## config.mk

```make
export PLATFORM = sky130hd
export DESIGN_NAME = binbcd_seq
export DESIGN_NICKNAME = d
export VERILOG_FILES = /design/src/rtl/binbcd_seq.sv
export SDC_FILE = /design/constraint.sdc
export NUM_CORES = 1
export LEC_CHECK = 0
export ABC_CLOCK_PERIOD_IN_PS = 2500
export CORE_ASPECT_RATIO = 1.2
export CORE_MARGIN = 10
export CORE_UTILIZATION = 59
export CTS_BUF_LIST = sky130_fd_sc_hd__clkbuf_4 sky130_fd_sc_hd__clkbuf_8 sky130_fd_sc_hd__clkbuf_16
export DETAILED_ROUTE_END_ITERATION = 10
export GPL_TIMING_DRIVEN = 0
export HOLD_SLACK_MARGIN = 0.05
export PLACE_DENSITY_LB_ADDON = 0.25
export REMOVE_ABC_BUFFERS = 1
export SLEW_MARGIN = 20
export SYNTH_ARGS = -nofsm -noshare
export SYNTH_HDL_FRONTEND = slang
export SYNTH_SLANG_ARGS = --single-unit
```

## constraint.sdc

```tcl
create_clock -name clk -period 2.5 [get_ports clk]
set_clock_uncertainty 0.1 [all_clocks]
set_input_delay 0.25 -clock clk [delete_from_list [all_inputs] [get_ports clk]]
set_output_delay 0.25 -clock clk [all_outputs]
set_load 0.02 [all_outputs]
```

## src/rtl/binbcd_seq.sv

```systemverilog
// Sequential binary-to-BCD converter (double dabble). It handles one input bit per clock,
// then registers the result together with an overflow flag and a leading-zero blank mask.
module binbcd_seq #(
  parameter int BIN_W  = 11,
  parameter int DIGITS = 4
) (
  input  logic                  clk,
  input  logic                  rst_n,
  input  logic                  start,
  input  logic [BIN_W-1:0]      bin_in,
  output logic                  busy,
  output logic                  valid,
  output logic [4*DIGITS-1:0]   bcd_out,
  output logic                  ovf,
  output logic [DIGITS-1:0]     blank
);

  localparam int CW = (BIN_W > 1) ? $clog2(BIN_W) : 1;
  localparam logic [CW-1:0]     LAST      = CW'(BIN_W - 1);
  localparam logic [DIGITS-1:0] BLANK_RST = ~DIGITS'(1);

  typedef enum logic [1:0] {IDLE, SHIFT, DONE} state_t;

  state_t                       state_q, state_d;
  logic [BIN_W-1:0]             sr_q, sr_d;
  logic [DIGITS-1:0][3:0]       bcd_q, bcd_d;
  logic [CW-1:0]                cnt_q, cnt_d;
  logic                         ovfw_q, ovfw_d;
  logic [DIGITS-1:0][3:0]       out_q, out_d;
  logic                         ovf_q, ovf_d;
  logic [DIGITS-1:0]            blank_q, blank_d;
  logic                         valid_q, valid_d;

  logic [DIGITS-1:0][3:0]       adj;
  logic [DIGITS-1:0][3:0]       shifted;
  logic                         carry;
  logic [DIGITS-1:0]            blank_new;

  // Pre-shift correction so every digit doubles into a legal BCD digit plus carry.
  for (genvar g = 0; g < DIGITS; g++) begin : g_adj
    assign adj[g] = (bcd_q[g] >= 4'd5) ? bcd_q[g] + 4'd3 : bcd_q[g];
  end

  // Bit falling off the top digit is a 10^DIGITS carry; dropping it leaves value mod 10^DIGITS.
  assign {carry, shifted} = {adj, sr_q[BIN_W-1]};

  always_comb begin
    logic allz;
    allz      = 1'b1;
    blank_new = '0;
    for (int i = DIGITS - 1; i >= 1; i--) begin
      allz         = allz & (bcd_q[i] == 4'd0);
      blank_new[i] = allz;
    end
  end

  always_comb begin
    state_d = state_q;
    sr_d    = sr_q;
    bcd_d   = bcd_q;
    cnt_d   = cnt_q;
    ovfw_d  = ovfw_q;
    out_d   = out_q;
    ovf_d   = ovf_q;
    blank_d = blank_q;
    valid_d = 1'b0;
    case (state_q)
      IDLE: begin
        if (start) begin
          sr_d    = bin_in;
          bcd_d   = '0;
          cnt_d   = '0;
          ovfw_d  = 1'b0;
          state_d = SHIFT;
        end
      end
      SHIFT: begin
        bcd_d  = shifted;
        sr_d   = sr_q << 1;
        ovfw_d = ovfw_q | carry;
        cnt_d  = cnt_q + CW'(1);
        if (cnt_q == LAST) state_d = DONE;
      end
      DONE: begin
        out_d   = bcd_q;
        ovf_d   = ovfw_q;
        blank_d = blank_new;
        valid_d = 1'b1;
        state_d = IDLE;
      end
      default: state_d = IDLE;
    endcase
  end

  always_ff @(posedge clk or negedge rst_n) begin
    if (!rst_n) begin
      state_q <= IDLE;
      sr_q    <= '0;
      bcd_q   <= '0;
      cnt_q   <= '0;
      ovfw_q  <= 1'b0;
      out_q   <= '0;
      ovf_q   <= 1'b0;
      blank_q <= BLANK_RST;
      valid_q <= 1'b0;
    end else begin
      state_q <= state_d;
      sr_q    <= sr_d;
      bcd_q   <= bcd_d;
      cnt_q   <= cnt_d;
      ovfw_q  <= ovfw_d;
      out_q   <= out_d;
      ovf_q   <= ovf_d;
      blank_q <= blank_d;
      valid_q <= valid_d;
    end
  end

  assign busy    = (state_q != IDLE);
  assign valid   = valid_q;
  assign bcd_out = out_q;
  assign ovf     = ovf_q;
  assign blank   = blank_q;

endmodule

```

==> run_results.csv, run 1 <==
group,metric,value,unit
outcome,status,"completed",
logic_synthesis,synth_area,2780,um2
logic_synthesis,yosysTopAreaCellShare,46.8,%
logic_synthesis,synth_seq_area_share,49.7,%
power,power.share.combinational,41.1,%
logic_synthesis,synth.largest_area_cell,"dfrtp_1",
setup_path,r2r_start,"state_q[1]$_DFFE_PN0P_",
grt,grt_pass1_vias,1963,
sta,hold_viol,0,
clock_network,cts-root-buf,"clkbuf_8",
clock_network,cts.clk_slew.worst_paths,0.11,ns
power,ir_drop,0.527,mV
sta,slew_headroom,49.1,%
clock_network,insertion_delay,0.31,ns
grt,grt_pass1_wl,8740,um
power,power.density,1130,nW/um2
sta,fin_crit,2.25,ns
finish,regArea,1380,um2
setup_path,crit_path_end,"busy",
setup_path,startpoint,"state_q[1]$_DFFE_PN0P_",
finish,multi_input_area,1220,um2
placement,place_congestion,0.839,
die,die_h,95.2,um
sta,finalMaxSlewViolations,0,
clock_network,cts_buffers,5,
drt,drt_iter0_markers,90,
setup_path,crit_type,"register to primary output",
placement,dpl.hpwl,3470,um
die,ios,37,
logic_synthesis,ys_ff_latch,55,
drt,first_pass_iters,4,
setup_path,cp.required,2.15,ns
logic_synthesis,synth_cell_types,37,
setup_path,critical_path_arrival,1.90,ns
grt,grt_max_degree,56,
placement,portBuffers,35,
drt,ant_nets,0,
power,p_int,2.20,mW
setup_path,critPathMaxFanout,19,
die,die_area,7860,um2
sta,period_share,89.8,%
finish,num_antenna_cells,0,
die,initial_core_util,60.9,%
logic_synthesis,synthTopCellsByArea,"dfrtp_1 47%, nand2_1 5.7%, ha_1 5.4%, o21ai_1 3.4%, nor3b_1 3.0%",
setup_path,r2r_setup_slack,0.58,ns
power,leakagePower,1.39,nW
grt,grt_use_total,13.9,%
finish,area_delta_synth_final,14.9,%
setup_path,start_kind,"register",
logic_synthesis,avgSynthCellArea,10.5,um2
logic_synthesis,synth_cells,265,
power,p_clk_share,16.7,%
drt,routedWlPerCell,14.4,um
clock_network,clockBufferDepth,2,
die,row_count,27,
sta,max_freq,0.445,GHz
logic_synthesis,synth_commonest_cells,"52 x dfrtp_1, 42 x nand2_1, 19 x o21ai_1",
logic_synthesis,synth.most_common_cell,"dfrtp_1",
finish,nets,318,
finish,n_fill_cell,375,
worst_hold_path,hp-class,"register to register",
power,seq_power_share,42.2,%
setup_path,cp-end-kind,"primary output",
drt,drc,0,
logic_synthesis,synthFlopType,"dfrtp_1",
power,p_total,3.60,mW
drt,via_per_inst,5.56,
logic_synthesis,yosys_warnings,0,
logic_synthesis,synth_edf_count,0,
sta,rsz0062_at_grt,"no",
die,core,4560,um2
power,sw_frac_of_total,38.9,%
finish,instances_no_fill,351,
die,dieWidth,82.6,um
clock_network,tritoncts,"yes",
sta,hold_ws,0.379,ns
grt,grt.overflow.total,0,
sta,setup_viol,0,
finish,layout-drive-gt1-share,13.0,%
placement,placed_cells,342,
clock_network,htree_levels,2,
job,max-cap-violations,0,
setup_path,r2r_end,"bcd_q[7]$_DFFE_PN0P_",
sta,worst_slew_pin_slew,0.762,ns
grt,antenna_found_initial,0,
drt,totalWireLength,5060,um
power,p_switching,1.40,mW
setup_path,r2r_cells,4,
logic_synthesis,synthArstFlopShare,100,%
clock_network,post_cts_buffers,0,
drt,num_vias,1953,
clock_network,cts.sinks,55,
power groups by stage:
| stage | clock (mW) | sequential, mW | combinational, mW |
|---|---|---|---|
| after floorplan | 0 | 1.57 | 0.987 |
| final | 0.600 | 1.52 | 1.48 |
| after global placement | 0 | 1.52 | 1.44 |
| after global routing | 0.646 | 1.58 | 1.66 |
| after CTS | 0.609 | 1.52 | 1.51 |
| after detailed placement | 0 | 1.54 | 1.50 |
per-stage QoR:
step	area [um2]	utilization (%)	setup TNS (ns)	setup WS, ns
2_1_floorplan	2640	-	0	0.533
3_3_place_gp	3070	67.2	-27.51	-0.532
3_5_place_dp	3060	67.2	0	0.00861
4_1_cts	3190	70.0	0	0.239
5_1_grt	3190	70.0	0	0.134
6_report	3190	70.0	0	0.255
sequential cells by signal, summed over array words and instances, names as in the netlist:
name,cells
sr_q,11
bcd_q,16
state_q,2
blank,3
bcd_out,16
cnt_q,4
ovf,1
ovfw_q,1
valid,1
critical path, cell delays in order (launching register included):
cell and delay (ns):
dfrtp_1 0.77, or2_2 0.22, clkdlybuf4s50_1 0.60
metal layers:
metal / routed length [um] / GRT usage (%) / up-vias
met3: 269 / 3.67 / 7
met2: 2600 / 23.7 / 34
li1: - / - / 955
met1: 2100 / 16.1 / 957
met4: 91 / 5.73 / 0
met5: 0 / 0 / -
area by class of cell:
cell class,instances,share of cell area (%)
Tap cell,58,2.27
Clock inverter,3,1.37
Timing Repair Buffer,36,11.2
Clock buffer,5,2.16
Inverter,12,1.41
Multi-Input combinational cell,182,38.3
Sequential cell,55,43.3
what timing repair did:
action | CTS | global route
endpoints found under the hold margin | 52 | 0
hold buffers | 1 | 0
resized for setup | 2 | 0
endpoints found under the setup margin | 2 | 0
kinds of logic after synthesis:
family | share of synthesized area, %
xor gates and xnor gates | 1.58
DFF | 49.7
and+or+nand+nor | 16.1
other | 0.135
buffers and inverters | 6.44
muxes | 4.05
AOI/OAI and AO/OA | 16.6
adders and majority gates | 5.41
how the worst min path moves through the flow:
stage / startpoint / end / slack (ns) / cells after the start
finish: blank[1]$_DFFE_PN1P_ / blank[1]$_DFFE_PN1P_ / 0.38 / 2
global route: blank[1]$_DFFE_PN1P_ / blank[1]$_DFFE_PN1P_ / 0.40 / 2
CTS: blank[1]$_DFFE_PN1P_ / blank[1]$_DFFE_PN1P_ / 0.38 / 2
detailed placement: rst_n / valid$_DFF_PN0_ / 0.23 / 1
global placement: blank[1]$_DFFE_PN1P_ / blank[1]$_DFFE_PN1P_ / 0.35 / 2
floorplan: rst_n / bcd_out[0]$_DFFE_PN0P_ / -0.15 / 0
cell usage in the layout, fill, tap and decap left out, types with 2 or more instances in the layout:
master and n:
dfrtp_1 51, nor3b_1 11, ha_1 12, xnor2_1 4, nor2_1 4, o21ai_1 19, inv_1 12, mux2_2 3
dfstp_2 3, nor3b_2 2, nand2b_1 5, mux2_1 7, nand3_1 9, a22o_1 3, a21oi_2 4, nor3_1 5
clkbuf_8 5, clkdlybuf4s50_1 34, a21oi_1 14, o21ai_2 6, o21ai_0 15, o311ai_2 4, nand2_1 42
Power figures use the tool's default switching activity.
==> run 2, diff against run 1 <==
ABC_CLOCK_PERIOD_IN_PS = 2600   (was 2500)
REMOVE_ABC_BUFFERS = unset   (was 1)
clock period = 2.6 ns   (was 2.5 ns; I/O delays follow)
==> run 2 against run 1 <==
Via count is 3.9% higher. Cell area is 4.1% higher. Worst setup slack better by 0.070 ns. Hold slack worse by 0.0059 ns. Power is 0.53% lower. Flip-flop and latch count stayed put. Count of clock-buffer cells in the layout is 1 higher. Register-to-register slack better by 0.40 ns.
==> run_results.csv, run 2 (synthesis results as in run 1) <==
group,metric,value,unit
clock_network,cts_buffers,5,
clock_network,cts_resized,0,
grt,grt_use_total,15.0,%
sta,setup_viol,0,
placement,place_congestion,0.830,
setup_path,critPathMaxFanout,10,
setup_path,cp.required,2.24,ns
setup_path,r2r_start,"bcd_q[12]$_DFFE_PN0P_",
job,max-cap-violations,0,
setup_path,worstSetupPathDepth,4,
placement,placed_cells,358,
sta,worst_slew_pin_slew,0.674,ns
finish,layout_commonest_cell,"dfrtp_1",
drt,drt_iter0_markers,142,
die,die_area,7860,um2
worst_hold_path,hold_path_startpoint,"blank[1]$_DFFE_PN1P_",
finish,area_delta_synth_final,19.6,%
die,dieWidth,82.6,um
setup_path,critical_path.top_delay_family,"buffers and inverters",
outcome,status,"completed",
placement,portBuffers,35,
drt,drc,0,
setup_path,r2r_end,"bcd_q[13]$_DFFE_PN0P_",
setup_path,r2r_cells,6,
finish,num_antenna_cells,0,
finish,postLayoutCoreUtil,72.8,%
worst_hold_path,hp-class,"register to register",
setup_path,startpoint,"state_q[0]$_DFFE_PN0P_",
drt,totalWireLength,5660,um
sta,hold_viol,0,
power,p_switching,1.38,mW
setup_path,r2r_setup_slack,0.98,ns
grt,grt_max_degree,56,
finish,layout_common_cells,"52 x dfrtp_1, 42 x nand2_1, 34 x clkdlybuf4s50_1, 19 x o21ai_1, 15 x o21ai_0",
die,die_h,95.2,um
setup_path,start_kind,"register",
grt,antenna_found_initial,0,
sta,max_freq,0.439,GHz
setup_path,cp_cell_sequence,"buf_4, buf_2, or2_2, clkdlybuf4s50_1",
die,ios,37,
clock_network,cts.sinks,55,
drt,first_pass_iters,4,
sta,finalMaxSlewViolations,0,
power,p_int,2.20,mW
drt,via_per_inst,5.53,
die,initial_core_util,60.9,%
sta,period_share,87.5,%
drt,num_vias,2030,
sta,fin_crit,2.28,ns
clock_network,clockBufferDepth,2,
grt,grt_pass1_vias,2079,
setup_path,slowest_delay,0.54,ns
setup_path,cp-end-kind,"primary output",
power,sw_frac_of_total,38.6,%
die,row_count,27,
power,power.density,1080,nW/um2
finish,nets,334,
power,power.share.combinational,44.2,%
clock_network,post_cts_buffers,0,
clock_network,cts-root-buf,"clkbuf_8",
finish,layout-drive-gt1-share,16.2,%
clock_network,htree_levels,2,
power,leakagePower,1.46,nW
clock_network,insertion_delay,0.31,ns
drt,ant_nets,0,
setup_path,crit_path_end,"busy",
grt,grt.overflow.total,0,
logic_synthesis,syn_nets,291,
setup_path,critical_path_arrival,1.92,ns
drt,routedWlPerCell,15.4,um
sta,slew_headroom,55.1,%
setup_path,critPathBufInv,3,
finish,instances_no_fill,367,
clock_network,tritoncts,"yes",
setup_path,crit_type,"register to primary output",
setup_path,slowest_stage,"clkdlybuf4s50_1",
clock_network,cts.clk_slew.worst_paths,0.10,ns
grt,grt_pass1_wl,9340,um
die,core,4560,um2
sta,rsz0062_at_grt,"no",
power,ir_drop,0.624,mV
placement,dpl.hpwl,4090,um
power,seq_power_share,39.9,%
power,p_clk_share,15.9,%
-- run 2: cell count changes in the layout (fill, tap and decap cells not counted), sizes merged --
cell      before  now
clkbuf         5    8
buf            1   15
clkinv         2    0
clkinvlp       0    1
-- run 2: area by class of cell --
| cell class | count | area, um2 |
|---|---|---|
| Multi-Input combinational cell | 182 | 1220 |
| Tap cell | 58 | 72.6 |
| Timing Repair Buffer | 36 | 358 |
| Fill cell | 369 | 1240 |
| Sequential cell | 55 | 1380 |
| Clock inverter | 2 | 37.5 |
| Buffer | 16 | 134 |
| Clock buffer | 6 | 76.3 |
| Inverter | 12 | 45.0 |
-- run 2: worst min path at each step --
stage                                         end  slack, ns  cells past startpoint
after floorplan            bcd_out[0]$_DFFE_PN0P_      -0.14                      0
after global placement       blank[1]$_DFFE_PN1P_       0.35                      2
after detailed placement  bcd_out[11]$_DFFE_PN0P_       0.24                      1
after CTS                    blank[1]$_DFFE_PN1P_       0.38                      2
after global routing         blank[1]$_DFFE_PN1P_       0.41                      2
final                        blank[1]$_DFFE_PN1P_       0.37                      2
-- run 2: power groups by stage --
stage	sequential, mW	combinational [mW]	clock (mW)
floorplan	1.48	1.06	0
global placement	1.43	1.53	0
detailed placement	1.44	1.59	0
CTS	1.43	1.60	0.587
global route	1.47	1.75	0.608
finish	1.43	1.58	0.569
-- run 2: worst min-delay path, stage by stage, from the launching register on --
cell	delay, ns
dfstp_2	0.38
nand2_1	0.05
o21ai_1	0.05
-- run 2: repair_timing --
action / 4_1_cts / 5_1_grt
hold endpoints to repair: 52 / 0
setup endpoints to repair: 0 / 0
hold buffers: 1 / 0
-- run 2: metrics by stage --
| stage | setup TNS, ns | power [mW] | cell area [um2] | hold WS [ns] | setup WS (ns) |
|---|---|---|---|---|---|
| 6_report | 0 | 3.58 | 3320 | 0.373 | 0.325 |
| 5_1_grt | 0 | 3.84 | 3320 | 0.415 | 0.260 |
| 4_1_cts | 0 | 3.62 | 3320 | 0.376 | 0.301 |
| 3_5_place_dp | 0 | 3.03 | 3200 | 0.244 | 0.653 |
| 3_3_place_gp | -22.46 | 2.96 | 3200 | 0.350 | -0.435 |
| 2_1_floorplan | 0 | 2.54 | 2780 | -0.136 | 1.20 |
-- run 2: per-layer routing --
metal | vias to the layer above | share of wire (%) | track usage, %
li1 | 993 | - | -
met1 | 994 | 42 | 16.7
met2 | 35 | 52 | 27.3
met5 | - | 0 | 0
met3 | 8 | 5.1 | 3.30
met4 | 0 | 1.1 | 4.75
==> run 3, diff against run 2 <==
CORE_MARGIN = 2   (was 10)
==> run 3 against run 2 <==
Worst setup slack worse by 0.0057 ns. Via count rose by 0.39%. Sequential share of layout area up 0.32 points. Combinational power is essentially flat. Core utilization shrank 0.55 points. Count of clock-buffer cells in the layout fell by 1. Critical endpoint unchanged. Highest routed layer unchanged.
==> run_results.csv, run 3 (synthesis results as in run 1) <==
group,metric,value,unit
setup_path,critPathMaxFanout,10,
grt,grt_use_total,23.2,%
grt,grt_max_degree,56,
grt,grt.overflow.total,0,
job,max-cap-violations,0,
setup_path,r2r_setup_slack,1.02,ns
setup_path,crit_type,"register to primary output",
clock_network,clockBufferDepth,2,
die,die_h,79.2,um
logic_synthesis,syn_nets,291,
grt,grt_pass1_wl,9260,um
placement,place_congestion,0.830,
drt,routedWlPerCell,14.9,um
drt,totalWireLength,5460,um
power,ir_drop,0.595,mV
worst_hold_path,hp-class,"register to register",
sta,finalMaxSlewViolations,0,
die,die_area,5270,um2
drt,drt_iter0_markers,198,
sta,setup_viol,0,
drt,ant_nets,0,
placement,placed_cells,358,
setup_path,start_kind,"register",
finish,n_fill_cell,336,
outcome,status,"completed",
placement,dpl.hpwl,3880,um
finish,layout_commonest_cell,"dfrtp_1",
die,core,4560,um2
power,leakagePower,1.45,nW
clock_network,cts.clk_slew.worst_paths,0.10,ns
finish,layout-drive-gt1-share,16.2,%
drt,wl_met3,180,um
die,dieWidth,66.6,um
grt,grt_pass1_vias,2021,
setup_path,cp_cell_sequence,"buf_4, buf_2, or2_2, clkdlybuf4s50_1",
drt,drc,0,
sta,fin_crit,2.28,ns
die,row_count,27,
sta,worst_slew_pin_slew,0.684,ns
setup_path,cp-end-kind,"primary output",
finish,stdcell_area,3300,um2
finish,postLayoutCoreUtil,72.3,%
drt,first_pass_iters,4,
drt,wl_met2,2860,um
sta,max_freq,0.438,GHz
sta,hold_viol,0,
clock_network,post_cts_buffers,0,
sta,slew_headroom,54.4,%
placement,post_dp_cell_area,3200,um2
die,ios,37,
drt,drt-met1-wl,2340,um
drt,num_vias,2038,
setup_path,critPathBufInv,3,
setup_path,cp.required,2.24,ns
power,power.density,1050,nW/um2
setup_path,critical_path_arrival,1.92,ns
grt,antenna_found_initial,0,
clock_network,cts_resized,0,
finish,instances_no_fill,367,
power,p_total,3.48,mW
drt,via_per_inst,5.55,
clock_network,htree_levels,2,
drt,top_layer_used,"met4",
placement,portBuffers,35,
die,initial_core_util,60.9,%
finish,layout_common_cells,"52 x dfrtp_1, 42 x nand2_1, 34 x clkdlybuf4s50_1, 19 x o21ai_1, 15 x o21ai_0",
finish,num_antenna_cells,0,
setup_path,slowest_delay,0.54,ns
clock_network,insertion_delay,0.31,ns
clock_network,holdBufCountCts,1,
clock_network,cts_buffers,5,
clock_network,cts-root-buf,"clkbuf_8",
sta,period_share,87.7,%
sta,rsz0062_at_grt,"no",
clock_network,cts.sinks,55,
clock_network,tritoncts,"yes",
setup_path,slowest_stage,"clkdlybuf4s50_1",
finish,area_delta_synth_final,18.7,%
finish,nets,334,
setup_path,critical_path.top_delay_family,"buffers and inverters",
[run 3: cell types whose count changed in the layout (fill, tap and decap cells not counted)]
cell / change
clkinv_2: +1
bufinv_16: -1
clkbuf_4: -1
clkinvlp_4: +1
[run 3: power by group]
| group | internal (mW) | switching [mW] |
|---|---|---|
| Combinational | 0.744 | 0.833 |
| Sequential | 1.16 | 0.274 |
| Clock | 0.188 | 0.282 |
| Total | 2.09 | 1.39 |
[run 3: metal layers]
layer | global-route usage, % | up-vias
li1 | - | 990
met1 | 29.6 | 999
met2 | 38.9 | 41
met3 | 4.67 | 8
met4 | 7.96 | 0
met5 | 0 | -
[run 3: worst min-delay path, stage by stage, from the launching register on]
cell     delay, ns
dfstp_2       0.38
nand2_1       0.04
o21ai_0       0.07
[run 3: path summary, 6_finish.rpt]
| kind | from | endpoint | cells past startpoint |
|---|---|---|---|
| max | state_q[0]$_DFFE_PN0P_ | busy | 4 |
| min | blank[3]$_DFFE_PN1P_ | blank[3]$_DFFE_PN1P_ | 2 |
| max reg2reg | bcd_q[12]$_DFFE_PN0P_ | bcd_q[13]$_DFFE_PN0P_ | 6 |
| min reg2reg | blank[3]$_DFFE_PN1P_ | blank[3]$_DFFE_PN1P_ | 2 |
| max in group asynchronous | rst_n | ovfw_q$_DFFE_PN0P_ | 2 |
| min in group asynchronous | rst_n | bcd_q[10]$_DFFE_PN0P_ | 2 |
[run 3: stage by stage]
stage	TNS [ns]	hold slack, ns	setup slack [ns]
5_1_grt	0	0.404	0.254
3_3_place_gp	-23.17	0.350	-0.449
4_1_cts	0	0.385	0.297
2_1_floorplan	0	-0.136	1.20
3_5_place_dp	0	0.247	0.652
6_report	0	0.387	0.319
[run 3: final cells by class]
cell class / count / area, um2 / share of cell area (%)
flip-flops and latches: 55 / 1380 / 41.9
clock inverters: 3 / 20.0 / 0.607
clock buffers: 5 / 68.8 / 2.09
inverters: 12 / 45.0 / 1.37
plain buffers: 16 / 134 / 4.06
repair buffers: 36 / 358 / 10.9
multi-input cells: 182 / 1220 / 37.0
well taps: 58 / 72.6 / 2.20
==> RTL edit: new RTL, settings of run 3 <==
Set the parameter `BIN_W` to 22 (it was 11).
--- a/src/rtl/binbcd_seq.sv
+++ b/src/rtl/binbcd_seq.sv
@@ -1,7 +1,7 @@
 // Sequential binary-to-BCD converter (double dabble). It handles one input bit per clock,
 // then registers the result together with an overflow flag and a leading-zero blank mask.
 module binbcd_seq #(
-  parameter int BIN_W  = 11,
+  parameter int BIN_W  = 22,
   parameter int DIGITS = 4
 ) (
   input  logic                  clk,
Ports: changed (resized bin_in); port bits go from 37 to 48. No check against the original RTL was run, so the function may have changed too.
==> RTL edit against run 3 <==
- power rose by 22%
- design area is 20% higher
- sequential cell count increased by 12
- wire length up 24%
- maximum frequency is 3.6% higher
- setup slack better by 0.079 ns
- synthesized cell count rose by 17%
- synthesized area increased by 15%
- non-clock buffer count increased by 17
==> RTL edit: results (changes against run 3) <==
metric;value;unit;change
count of H-tree levels built during CTS;3;;+1
register name with the most flops;sr_q;;
Slowest-stage cell, CP;sky130_fd_sc_hd__clkdlybuf4s50_1;;
Worst IR Drop VDD;696;µV;+17%
clock slew at the register clock pins of the worst setup and hold paths;0.07;ns;-0.03 ns
final weighted congestion in routability-driven placement;0.875;;+5.4%
average wire per standard cell;15.5;µm;+4.2%
number of detailed-route iterations in the first pass;4;;unchanged
Hold Vio Cnt, Final;0;;unchanged
number of global-route vias before repair;2464;;+22%
sequential share of the synthesized area;52.8;%;+3.1 points
met2 demand-to-capacity share in global routing;40.4;%;+1.5 points
share of synthesized cell area in full adder, half adder and majority cells;4.72;%;-0.69 points
Num CTS Buffers;9;;+4
share of synthesized registers carrying an async set or reset;100;%;unchanged
number of fill cells in the layout;386;;+15%
net total in the final layout;405;;+21%
internal portion of total power;2.70;mW;+29%
routed wire length on met3;295;µm;+64%
hold bufs inserted after CTS;1;;unchanged
worst path arrival time;1.84;ns;-0.08 ns
Largest delay share family, worst path;buffers and inverters;;
fraction of the mapped netlist area in compound gates;16.4;%;-0.18 points
pre-CTS setup slack;0.571;ns;-0.0803 ns
Clock Path Buffers;2;;unchanged
mux cell area share after synthesis;3.19;%;-0.87 points
leading post-synthesis cells by instance count;64 x sky130_fd_sc_hd__dfrtp_1, 42 x sky130_fd_sc_hd__nand2_1, 40 x sky130_fd_sc_hd__o21ai_0;;
global-route wire length before repair;11500;µm;+25%
fraction of met3 tracks used by global routing;5.16;%;+0.49 points
violation count after the first detailed-route iteration;93;;-53%
global routing usage summed across all routing layers;24.5;%;+1.3 points
GR Util met1;31.7;%;+2.1 points
count of cell types in the netlist;33;;-11%
layout cells sized above 1;12.1;%;-4.1 points
highest layer used for signal routing;met4;;
total met2 wirelength after detailed routing;3390;µm;+19%
result of the run;finished, final reports clean;;
vias per cell;5.62;;+1.2%
clock insertion delay at the later pin of the skew report;0.34;ns;+0.03 ns
Seq power;1.76;mW;+23%
remaining max-slew budget at the tightest pin;64.9;%;+11 points
Max Fanout on Critical Path;10;;unchanged
Worst setup startpoint;state_q[0];;
Root Buffer;sky130_fd_sc_hd__clkbuf_8;;
top cells by area, synth;sky130_fd_sc_hd__dfrtp_1 50%, sky130_fd_sc_hd__o21ai_0 6.3%, sky130_fd_sc_hd__and3b_1 5.8%;;
area share of xor/xnor cells in the synthesized design;1.93;%;+0.35 points
count of input and output buffers;46;;+31%
buffer count from post-CTS setup fixing;0;;unchanged
Top FF cell, synth;sky130_fd_sc_hd__dfrtp_1;;
switching component of the power;1.54;mW;+11%
dpl hpwl;4640;µm;+20%
post-synthesis net count;346;;+19%
biggest cell delay along the critical path;0.54;ns;about the same
largest net degree at the start of global routing;36;;-36%
Leak Pwr;1.81;nW;+25%
P_clk;0.858;mW;+83%
Resized Gates After CTS;0;;unchanged
Min-Delay Path Class;in -> async;;
length of routed wiring on met1;2930;µm;+25%
[RTL edit: path summary, 6_finish.rpt]
check | endpoint | slack (ns) | cells past startpoint
max | busy | 0.40 | 5
max in group asynchronous | bcd_q[13] | 1.58 | 3
min reg2reg | blank[3] | 0.38 | 2
min in group clk | blank[3] | 0.38 | 2
max reg2reg | bcd_q[13] | 0.86 | 6
min | sr_q[3] | 0.29 | 2
[RTL edit: area by class of cell]
class,count,area (µm²),area share [%]
Clock buffer,11,145,3.68
Clock inverter,5,52.6,1.33
Buffer,21,116,2.95
Tap cell,62,77.6,1.97
Inverter,11,41.3,1.05
Sequential cell,67,1680,42.6
Timing Repair Buffer,48,488,12.4
Multi-Input combinational cell,210,1340,34.1
[RTL edit: per-stage QoR]
| step | instance area, µm² | TNS, ns | cells |
|---|---|---|---|
| floorplan | 3180 | 0 | 309 |
| global placement | 3720 | -63.97 | 417 |
| detailed placement | 3740 | 0 | 418 |
| CTS | 3950 | 0 | 435 |
| global route | 3950 | 0 | 435 |
| finish | 3950 | 0 | 435 |
